==> src/rtl/qdr_lvds_pkg.sv <==
// Shared constants and types for the QDR LVDS nibble link (serializer and deserializer).
package qdr_lvds_pkg;

    localparam int NIB_W         = 4;
    localparam int WORD_W        = 14;
    localparam int NIBS_PER_WORD = 4;
    localparam int PAD_W         = 2;

    // daframe level expected on each nibble, MSB = n0.
    localparam logic [NIBS_PER_WORD-1:0] FRAME_PATTERN = 4'b1100;

    typedef enum logic [2:0] {
        HUNT,
        S0,
        S1,
        S2,
        S3
    } deser_state_t;

    // Expected daframe level for nibble position idx (0 = first nibble of the word).
    function automatic logic frame_expected(input logic [1:0] idx);
        logic [1:0] bit_pos;
        bit_pos = 2'(NIBS_PER_WORD - 1) - idx;
        return FRAME_PATTERN[bit_pos];
    endfunction

endpackage

==> src/rtl/sat_counter.sv <==
// Up-counter that saturates at MAX, with synchronous clear and synchronous active-high reset.
module sat_counter #(
    parameter int             W   = 8,
    parameter logic [W-1:0]   MAX = '1
) (
    input  logic         clk,
    input  logic         reset,
    input  logic         clr,
    input  logic         inc,
    output logic [W-1:0] cnt
);

    logic [W-1:0] cnt_q;

    // Clear wins over increment; increment stops once MAX is reached.
    always_ff @(posedge clk) begin
        if (reset) begin
            cnt_q <= '0;
        end else if (clr) begin
            cnt_q <= '0;
        end else if (inc && (cnt_q < MAX)) begin
            cnt_q <= cnt_q + 1'b1;
        end
    end

    assign cnt = cnt_q;

endmodule

==> src/rtl/qdr_nibble_deser.sv <==
// Receive-side QDR nibble deserializer: rebuilds 14-bit words from the DA nibble
// stream, checks DAFRAME alignment and pad bits, tracks lock and counts errors.
//
//   state | meaning
//   ------+--------------------------------------------------------------
//   HUNT  | unaligned; waiting for a 0->1 daframe edge to capture n0
//   S0    | aligned; expecting n0 (daframe=1)
//   S1    | expecting n1 (daframe=1)
//   S2    | expecting n2 (daframe=0)
//   S3    | expecting n3 (daframe=0, pad checked when CHECK_PAD)
import qdr_lvds_pkg::*;

module qdr_nibble_deser #(
    parameter int LOCK_WORDS = 4,
    parameter int ERR_CNT_W  = 8,
    parameter bit CHECK_PAD  = 1'b1
) (
    input  logic                 clk,
    input  logic                 reset,
    input  logic [NIB_W-1:0]     da,
    input  logic                 daframe,
    input  logic                 da_valid,
    output logic [WORD_W-1:0]    data_out,
    output logic                 out_valid,
    output logic                 locked,
    output logic                 sync_err,
    output logic [ERR_CNT_W-1:0] err_count
);

    localparam logic [3:0] LOCK_MAX = 4'(LOCK_WORDS);

    deser_state_t        state_q, state_d;
    logic                prev_frame_q;
    logic [NIB_W-1:0]    n0_q, n0_d;
    logic [NIB_W-1:0]    n1_q, n1_d;
    logic [NIB_W-1:0]    n2_q, n2_d;
    logic [WORD_W-1:0]   data_out_q, data_out_d;
    logic                out_valid_q;
    logic                sync_err_q;
    logic                locked_q, locked_d;
    logic                good_word;
    logic                frame_err;
    logic                pad_bad;
    logic [3:0]          lock_cnt;

    assign pad_bad = CHECK_PAD && (da[PAD_W-1:0] != '0);

    // Next-state, nibble capture and error/good-word decode for the current nibble.
    always_comb begin
        state_d   = state_q;
        n0_d      = n0_q;
        n1_d      = n1_q;
        n2_d      = n2_q;
        good_word = 1'b0;
        frame_err = 1'b0;

        if (da_valid) begin
            unique case (state_q)
                HUNT: begin
                    // The erroring nibble never lands here, so a frame edge on it
                    // is not reused as n0: prev_frame is already 1 by then.
                    if (daframe && !prev_frame_q) begin
                        n0_d    = da;
                        state_d = S1;
                    end
                end
                S0: begin
                    if (daframe == frame_expected(2'd0)) begin
                        n0_d    = da;
                        state_d = S1;
                    end else begin
                        frame_err = 1'b1;
                    end
                end
                S1: begin
                    if (daframe == frame_expected(2'd1)) begin
                        n1_d    = da;
                        state_d = S2;
                    end else begin
                        frame_err = 1'b1;
                    end
                end
                S2: begin
                    if (daframe == frame_expected(2'd2)) begin
                        n2_d    = da;
                        state_d = S3;
                    end else begin
                        frame_err = 1'b1;
                    end
                end
                S3: begin
                    if ((daframe == frame_expected(2'd3)) && !pad_bad) begin
                        good_word = 1'b1;
                        state_d   = S0;
                    end else begin
                        frame_err = 1'b1;
                    end
                end
                default: state_d = HUNT;
            endcase

            if (frame_err) begin
                state_d = HUNT;
            end
        end
    end

    // Output word assembly and lock flag; locked rises together with the
    // out_valid of the word that brings the lock counter to LOCK_WORDS.
    always_comb begin
        data_out_d = data_out_q;
        locked_d   = locked_q;
        if (good_word) begin
            data_out_d = {n0_q, n1_q, n2_q, da[NIB_W-1:PAD_W]};
            locked_d   = (lock_cnt >= (LOCK_MAX - 4'd1));
        end else if (frame_err) begin
            locked_d   = 1'b0;
        end
    end

    // FSM state, frame history and partial-word registers.
    always_ff @(posedge clk) begin
        if (reset) begin
            state_q      <= HUNT;
            prev_frame_q <= 1'b1;
            n0_q         <= '0;
            n1_q         <= '0;
            n2_q         <= '0;
        end else begin
            state_q <= state_d;
            n0_q    <= n0_d;
            n1_q    <= n1_d;
            n2_q    <= n2_d;
            if (da_valid) begin
                prev_frame_q <= daframe;
            end
        end
    end

    // Registered outputs: word, one-cycle pulses and lock flag.
    always_ff @(posedge clk) begin
        if (reset) begin
            data_out_q  <= '0;
            out_valid_q <= 1'b0;
            sync_err_q  <= 1'b0;
            locked_q    <= 1'b0;
        end else begin
            data_out_q  <= data_out_d;
            out_valid_q <= good_word;
            sync_err_q  <= frame_err;
            locked_q    <= locked_d;
        end
    end

    sat_counter #(
        .W   (4),
        .MAX (LOCK_MAX)
    ) u_lock_cnt (
        .clk   (clk),
        .reset (reset),
        .clr   (frame_err),
        .inc   (good_word),
        .cnt   (lock_cnt)
    );

    sat_counter #(
        .W   (ERR_CNT_W),
        .MAX ({ERR_CNT_W{1'b1}})
    ) u_err_cnt (
        .clk   (clk),
        .reset (reset),
        .clr   (1'b0),
        .inc   (frame_err),
        .cnt   (err_count)
    );

    assign data_out  = data_out_q;
    assign out_valid = out_valid_q;
    assign sync_err  = sync_err_q;
    assign locked    = locked_q;

endmodule

==> config.mk <==
export PLATFORM = sky130hd
export DESIGN_NAME = qdr_nibble_deser
export DESIGN_NICKNAME = d
export VERILOG_FILES = /design/src/rtl/qdr_lvds_pkg.sv /design/src/rtl/sat_counter.sv /design/src/rtl/qdr_nibble_deser.sv
export SDC_FILE = /design/constraint.sdc
export NUM_CORES = 1
export LEC_CHECK = 0
export ABC_CLOCK_PERIOD_IN_PS = 1860
export CAP_MARGIN = 20
export CORE_UTILIZATION = 30
export DETAILED_ROUTE_END_ITERATION = 10
export GPL_TIMING_DRIVEN = 0
export REMOVE_ABC_BUFFERS = 1
export SYNTH_ARGS = -nofsm -noshare
export SYNTH_HDL_FRONTEND = slang
export SYNTH_SLANG_ARGS = --single-unit
==> constraint.sdc <==
create_clock -name clk -period 1.86 [get_ports clk]
set_input_delay 0.279 -clock clk [delete_from_list [all_inputs] [get_ports clk]]
set_output_delay 0.279 -clock clk [all_outputs]
set_load 0.02 [all_outputs]
-- Word-level counts from Yosys, hierarchy flattened
Index checks and enable logic that the tools add are counted.
Widths: inputs -> output; s select.
- bitwise logic cells: 1
- add/subtract/negate cells: 2
- equality and inequality tests: 11
- $lt $le $gt $ge: 3
- reduce and logical (&&, ||, !) cells: 16
- mux-type cells: 21
- operators by type and width (kind ; number):
    $mux 3 ; 6
    $ne 3x3->1 const B ; 5
    $pmux 3 s5 ; 1
    $mux 1 ; 10
    $add 8x1->8 const B ; 1
    $lt 8x8->1 const B ; 1
    $mux 4 ; 2
    $pmux 4 s2 ; 1
    $eq 3x2->1 const B ; 2
    $reduce_and 3->1 ; 2
    $reduce_and 6->1 ; 1
    $reduce_bool 2->1 ; 3
    $add 4x1->4 const B ; 1
    $ge 4x2->1 const B ; 1
    $logic_and 1x1->1 ; 4
    $lt 4x3->1 const B ; 1
    $ne 2x2->1 const B ; 2
    $reduce_and 4->1 ; 1
    $reduce_or 2->1 ; 2
    $eq 3x1->1 const B ; 1
    $eq 3x3->1 const B ; 1
    $logic_not 3->1 ; 1
    $pmux 1 s3 ; 1
    $logic_not 1->1 ; 2
    $not 1->1 ; 1
- output and inout bits: 25
- register bits after elaboration: 45
- word-level logic and storage cells: 65

-- Logic depth before layout (Yosys ltp)
Gate-level depths: netlist of the first run.
- word-level depth: 9
- depth in mapped cells: 7

-- Modules after synthesis
A second synthesis of the first run with hierarchy kept.
- cell total of the unflattened synthesis: 232
- area, all modules: 2072.0 um2
- by module, submodules not included (module ; cells each ; area each (um2) ; instances):
    qdr_nibble_deser ; 169 ; 1455.1 ; 1
    sat_counter at u_err_cnt ; 47 ; 435.4 ; 1
    sat_counter at u_lock_cnt ; 16 ; 181.4 ; 1

-- Worst setup path after synthesis of the first run
No wires, ideal clock.
- path type: register to register
- start: register state_q[1]
- end: register u_lock_cnt.cnt_q[0] (netlist: u_lock_cnt.cnt[0])
- slack: -0.201 ns
- library setup time: 0.128 ns
- data arrival time: 1.933 ns
- cell stages (with the launch flop): 8
- path buffers: 2
- cells stage by stage: dfxtp_1 buf_6 or4b_4 or3_1 buf_2 or3_4 xor2_1 nor3_2
- longest elaborated chain between the ends: 6
- elaborated cells between the ends (all ways): 12
- classes of those cells: 4 x eq/ne; 5 x mux; 3 x reduce/logical
- RTL lines (what ; line ; source):
    start: declaration ; qdr_nibble_deser.sv:32 ; deser_state_t state_q, state_d;
    start signal: assignment ; qdr_nibble_deser.sv:130 ; state_q <= state_d;
    $eq 3x2->1 or $eq 3x1->1 (tied branches) ; qdr_nibble_deser.sv:58 ; unique case (state_q)
    $reduce_or 2->1 (no source line) ; -- ;
    $pmux 1 s3 ; qdr_nibble_deser.sv:58 ;
    $mux 1 (2 in a row) ; qdr_nibble_deser.sv:57 ; if (da_valid) begin
    $reduce_or 2->1 (no source line) ; -- ;
    end signal: assignment ; sat_counter.sv:22 ; cnt_q <= cnt_q + 1'b1;
    end: declaration ; sat_counter.sv:13 ; logic [W-1:0] cnt_q;
Several ways; a longest one is shown, not always the timed one. The select of a mux whose other input is x is not followed.
A chain may end at the register's enable or synchronous reset.

-- Worst setup path in the final report of the first run
- start: register state_q[1]
- end: register u_lock_cnt.cnt_q[1] (netlist: u_lock_cnt.cnt[1])
The elaborated chain is that of the path after synthesis.

==> metrics, run 1 <==
Fmax=511 MHz; routed len/inst=about 13 um; Reg2Reg Depth=5; final WL=~4.1 mm; Max rail drop VDD=399 uV; hold-critical path depth=3; Area Growth Syn to Fin=36.3%; total placed instance area=about 0.0022 sq mm; first-pass GRT wire length=just under 7 mm; actual slew at the worst max-slew pin=0.834 ns; die area=around 0.0064 sq mm; WP data arrival=2.11 ns; # rows=27; PnR worst setup slack=-0.0952 ns; clk root buf=clkbuf_8; Post-Synthesis Cells=~210; CTS H-tree lvls=2; Chip Height=79.8 um; Compound-Gate Fraction of Synth Area=0.104; kind of critical path=register to register; syn_area_per_cell=8.73 sq um; number of synthesized flops with an enable pin=0; clk sinks=45; fraction of registers with async set/reset=0; top cells by area, synth=dfxtp_1, mux2i_1, a21oi_1, nand2_1, nor2_1; largest net degree at the start of global routing=46; final worst path period need=approximately 2 ns; HP Start=daframe; Pwr Density=721 mW/mm^2; CP Capture Type=register; DRC=0; hold endpoint=state_q[1]; Adder-Cell Fraction of Synth Area=0.0138; worst-skew pair later-pin latency=0.30 ns; Final period util=1.05; reg2reg setup slack=-0.1 ns; Longest Clk Path Bufs=2; Synth Area in Simple Gates=0.251; Final Skew=~0.0094 ns; hold_buf cts=0; Max-cap violations=0; Synth area leader=dfxtp_1; Final ANT Viol Nets=0; RSZ-0062 raised after global routing=yes; I/O pin cnt=33; clk slew on worst S/H paths=0.08 ns; post-DP HPWL=2.45 mm; reg2reg end=u_lock_cnt.cnt[1]; Seq/Total Area, Yosys=0.496; n_diodes=0; post-synth top area share=0.496; largest family of logic cells by synthesized area=simple AND/OR/NAND/NOR gates; Final Hold Vio Count=0; Crit Path Max Fanout=4; FF+latch count, synth=between 40 and 50; post-synthesis mux area share=0.0771; Setup Total Neg Slack=-0.258 ns; routability cong.=0.713; r2r startpoint=state_q[1]; main flop type after synthesis=dfxtp_1; Final Max Slew Viols=0; Die Wd=79.8 um; Post-Syn Area=0.00182 sq mm; Data required, critical path=2.01 ns; count of final setup violators=4; relative slew slack=0.444; drt first pass iters=4; critical path startpoint category=register; status=complete, but fails checks; input/output buffers=32; final instance area=0.00248 sq mm; DR iter-0 viols=39; Leak=roughly 0.89 nW; most frequent cell after synthesis=dfxtp_1; Yosys Warn Count=0; vias in the first global route=1492; gr ovfl total=0; core area=0.00568 sq mm; Starting Density=0.320; failing checks=setup timing; top cells by count, synth=dfxtp_1, nand2_1, a21oi_1; CTS tree=done; count of cell types in the netlist=35; vias per cell=4.89; min-delay worst type=input pin to register; Total Nets Final=around 260; gr usage total=0.136; post-synthesis xor/xnor area fraction=0.0145; total CTS buffers=5; share of post-route cells with drive strength above 1=0.169; via count=1564; initial antenna violation count=0
-- metrics by stage --
| stage | setup slack [ns] | instances | hold slack [ns] | util | power [W] |
|---|---|---|---|---|---|
| 2_1_floorplan | -0.274 | 194 | 0.348 | - | 0.00102 |
| 3_3_place_gp | -1.39 | 298 | 0.440 | 0.381 | 0.00107 |
| 3_5_place_dp | -0.953 | 299 | 0.446 | 0.383 | 0.00107 |
| 4_1_cts | -0.139 | 315 | 0.460 | 0.426 | 0.00180 |
| 5_1_grt | -0.124 | 320 | 0.479 | 0.436 | 0.00185 |
| 6_report | -0.0952 | 320 | 0.442 | 0.436 | 0.00179 |
-- cell type report --
type,count,area [sq um]
clock buffers,6,72.6
inverters,4,15.0
multi-input cells,145,925
repair buffers,46,423
fillers,565,3200
flip-flops and latches,45,912
clock inverters,2,38.8
well taps,72,90.1
-- registers in the layout, indices dropped and copies added (netlist names) --
| register | count |
|---|---|
| n1_q | 4 |
| u_lock_cnt.cnt | 4 |
| prev_frame_q | 1 |
| n2_q | 4 |
| out_valid | 1 |
| state_q | 3 |
| data_out | 14 |
| u_err_cnt.cnt | 8 |
| locked | 1 |
| n0_q | 4 |
| sync_err | 1 |
-- how the worst max path moves through the flow --
stage / cells past startpoint / startpoint / endpoint
2_1_floorplan: 4 / state_q[1] / u_lock_cnt.cnt[2]
3_3_place_gp: 5 / da[0] / u_lock_cnt.cnt[2]
3_5_place_dp: 6 / da[0] / u_lock_cnt.cnt[0]
4_1_cts: 5 / state_q[1] / u_lock_cnt.cnt[0]
5_1_grt: 6 / state_q[2] / u_err_cnt.cnt[5]
6_report: 5 / state_q[1] / u_lock_cnt.cnt[1]
-- what timing repair did --
item	CTS	global route
setup buffers	8	5
gates resized for setup	21	5
setup endpoints to repair	25	9
pin swaps	5	7
-- critical path: stages (launching register included) --
cell and delay (ns):
dfxtp_4 0.37, or4b_4 0.52, or3_4 0.35, or3_4 0.37, mux2i_1 0.16, nor3_1 0.06
-- cell families (layout without fill, tap and decap cells) --
family	count (synthesis)	count (layout)
compound gates	36	36
simple gates	90	90
flops	45	45
fa+ha+maj	2	2
xor+xnor	3	3
buf+inv	18	58
mux	14	14
-- layout by cell type, fill, tap and decap left out, drive strengths merged, types with 3 or more instances in the layout --
cell and count:
nor3 8, nor2 24, inv 4, a21oi 26, nand2 33, mux2i 14
dfxtp 45, clkbuf 6, clkdlybuf4s50 27, o21ai 6, dlygate4sd2 3, nand3 4
buf 15, or3 5, or4b 3
-- where the power goes --
| group | leakage [nW] | internal, W | switching, W | total, W |
|---|---|---|---|---|
| logic | 0.471 | 0.0000316 | 0.0000495 | 0.0000811 |
| clock network | 0.0554 | 0.000403 | 0.000332 | 0.000735 |
| registers | 0.365 | 0.000965 | 0.00000488 | 0.000970 |
-- layer usage --
metal / wire [um] / GRT usage / vias up
li1: - / - / 786
met1: 1950 / 0.169 / 735
met5: 0 / 0 / -
met4: 26 / 0.0554 / 0
met2: 1970 / 0.220 / 38
met3: 182 / 0.0377 / 5
Power figures use the tool's default switching activity.
==> run 2, diff against run 1 <==
Settings changed: SETUP_SLACK_MARGIN set to 0.5.
==> metrics, run 2 (same netlist as run 1, synthesis figures left out) <==
hold endpoint=data_out[3]; gr ovfl total=0; PnR worst setup slack=-0.135 ns; first-pass GRT wire length=7.45 mm; hold_buf cts=0; max reg flops=14; clk slew on worst S/H paths=0.08 ns; actual slew at the worst max-slew pin=0.871 ns; reg2reg end=u_lock_cnt.cnt[1]; Min Hold Slack=0.457 ns; input/output buffers=32; Place WS=-0.953 ns; n_diodes=0; reg2reg setup slack=-0.13 ns; # rows=27; vias per cell=4.88; RSZ-0062 raised after global routing=yes; clk root buf=clkbuf_8; Total Nets Final=about 280; routability cong.=0.713; Die Wd=79.8 um; Crit Path Max Fanout=3; largest net degree at the start of global routing=46; final instance area=about 0.0028 sq mm; min-delay worst type=register to register; vias in the first global route=between 1500 and 2000; core area=approximately 0.0057 sq mm; DR iter-0 viols=75; HP Start=data_out[3]; gr usage total=0.154; Final period util=1.07; Reg2Reg Depth=5; Leak=1.12 nW; Pwr Density=651 mW/mm^2; Final Skew=0.00501 ns; drt first pass iters=4; hold-critical path depth=2; dpl cells=299; Chip Height=roughly 80 um; Worst setup startpoint=state_q[1]; CTS tree=done; final WL=a little under 5 mm; Final Hold Vio Count=0; kind of critical path=register to register; worst-skew pair later-pin latency=slightly below 0.3 ns; routed len/inst=14.4 um; total CTS buffers=5; post-DP HPWL=between 2 and 2.5 mm; final worst path period need=1.99 ns; Data required, critical path=2.01 ns; count of final setup violators=22; via count=1668; Max rail drop VDD=402 uV; commonest non-fill, non-tap cell in the layout=dfxtp_1; total placed instance area=0.00217 sq mm; relative slew slack=0.419; status=complete, but fails checks; Starting Density=0.320; WP data arrival=~2.1 ns; critical path startpoint category=register; DRC=0; Final ANT Viol Nets=0; clk sinks=45; failing checks=setup timing; Area Growth Syn to Fin=53.0%; r2r startpoint=state_q[1]; Final Max Slew Viols=0; initial antenna violation count=0; die area=~0.0064 sq mm; share of post-route cells with drive strength above 1=0.296; Fmax=501 MHz; CP Capture Type=register; Max-cap violations=0; Longest Clk Path Bufs=2; I/O pin cnt=33; commonest non-fill, non-tap cells in the layout=dfxtp_1, nand2_1, nor2_1, dlygate4sd2_1, a21oi_1; CTS H-tree lvls=2; fin cells=about 340
==> run 2: cell count changes in the layout (fill, tap and decap cells not counted), sizes merged <==
cell	delta
buf	+21
clkbuf	+3
clkdlybuf4s15	+4
clkdlybuf4s50	-25
dlygate4sd2	+19
dlymetal6s2s	-1
o21ai	+1
==> run 2: worst max-delay path: stages, from the launching register on <==
cell and delay (ns):
dfxtp_4 0.36, or4b_4 0.51, or3_4 0.39, or3_4 0.37, mux2i_1 0.16, nor3_1 0.06
==> run 2: where the power goes <==
| group | switching (W) | internal [W] | leakage [nW] |
|---|---|---|---|
| registers | 0.00000461 | 0.000965 | 0.366 |
| logic | 0.0000587 | 0.0000427 | 0.703 |
| clock network | 0.000334 | 0.000404 | 0.0554 |
==> run 2: worst max-delay path by stage <==
stage                        endpoint  slack (ns)  cells after the start
global route        u_lock_cnt.cnt[1]       -0.16                      5
finish              u_lock_cnt.cnt[1]       -0.13                      5
global placement    u_lock_cnt.cnt[2]       -1.39                      5
floorplan           u_lock_cnt.cnt[2]       -0.27                      4
detailed placement  u_lock_cnt.cnt[0]       -0.95                      6
CTS                 u_lock_cnt.cnt[0]       -0.13                      5
==> run 2: per-stage QoR <==
stage | utilization | TNS [ns] | total power, W
2_1_floorplan | - | -3.93 | 0.00102
3_3_place_gp | 0.381 | -33.26 | 0.00107
3_5_place_dp | 0.383 | -16.37 | 0.00107
4_1_cts | 0.459 | -0.820 | 0.00181
5_1_grt | 0.490 | -2.57 | 0.00187
6_report | 0.490 | -1.59 | 0.00181
==> run 2: metal layers <==
layer  vias up  part of all wire  wire [um]  GRT usage
met4         0             0.024        117     0.0625
met1       778              0.46       2250      0.186
met5         -                 0          0          0
li1        838                 -          -          -
met2        41              0.47       2300      0.259
met3        11             0.048        237     0.0366
==> run 2: timing repair <==
action / 4_1_cts / 5_1_grt
gates resized for setup: 68 / 32
pin swaps: 9 / 17
endpoints found under the setup margin: 68 / 48
buffers inserted: 20 / 12
gates cloned: 1 / 2
==> run 2: layout make-up <==
cell class	instances	area [sq um]
timing repair buffer	67	631
clock buffer	6	72.6
multi-input combinational	146	1020
tap	72	90.1
inverter	4	15.0
clock inverter	2	38.8
fill	536	2900
sequential	45	913
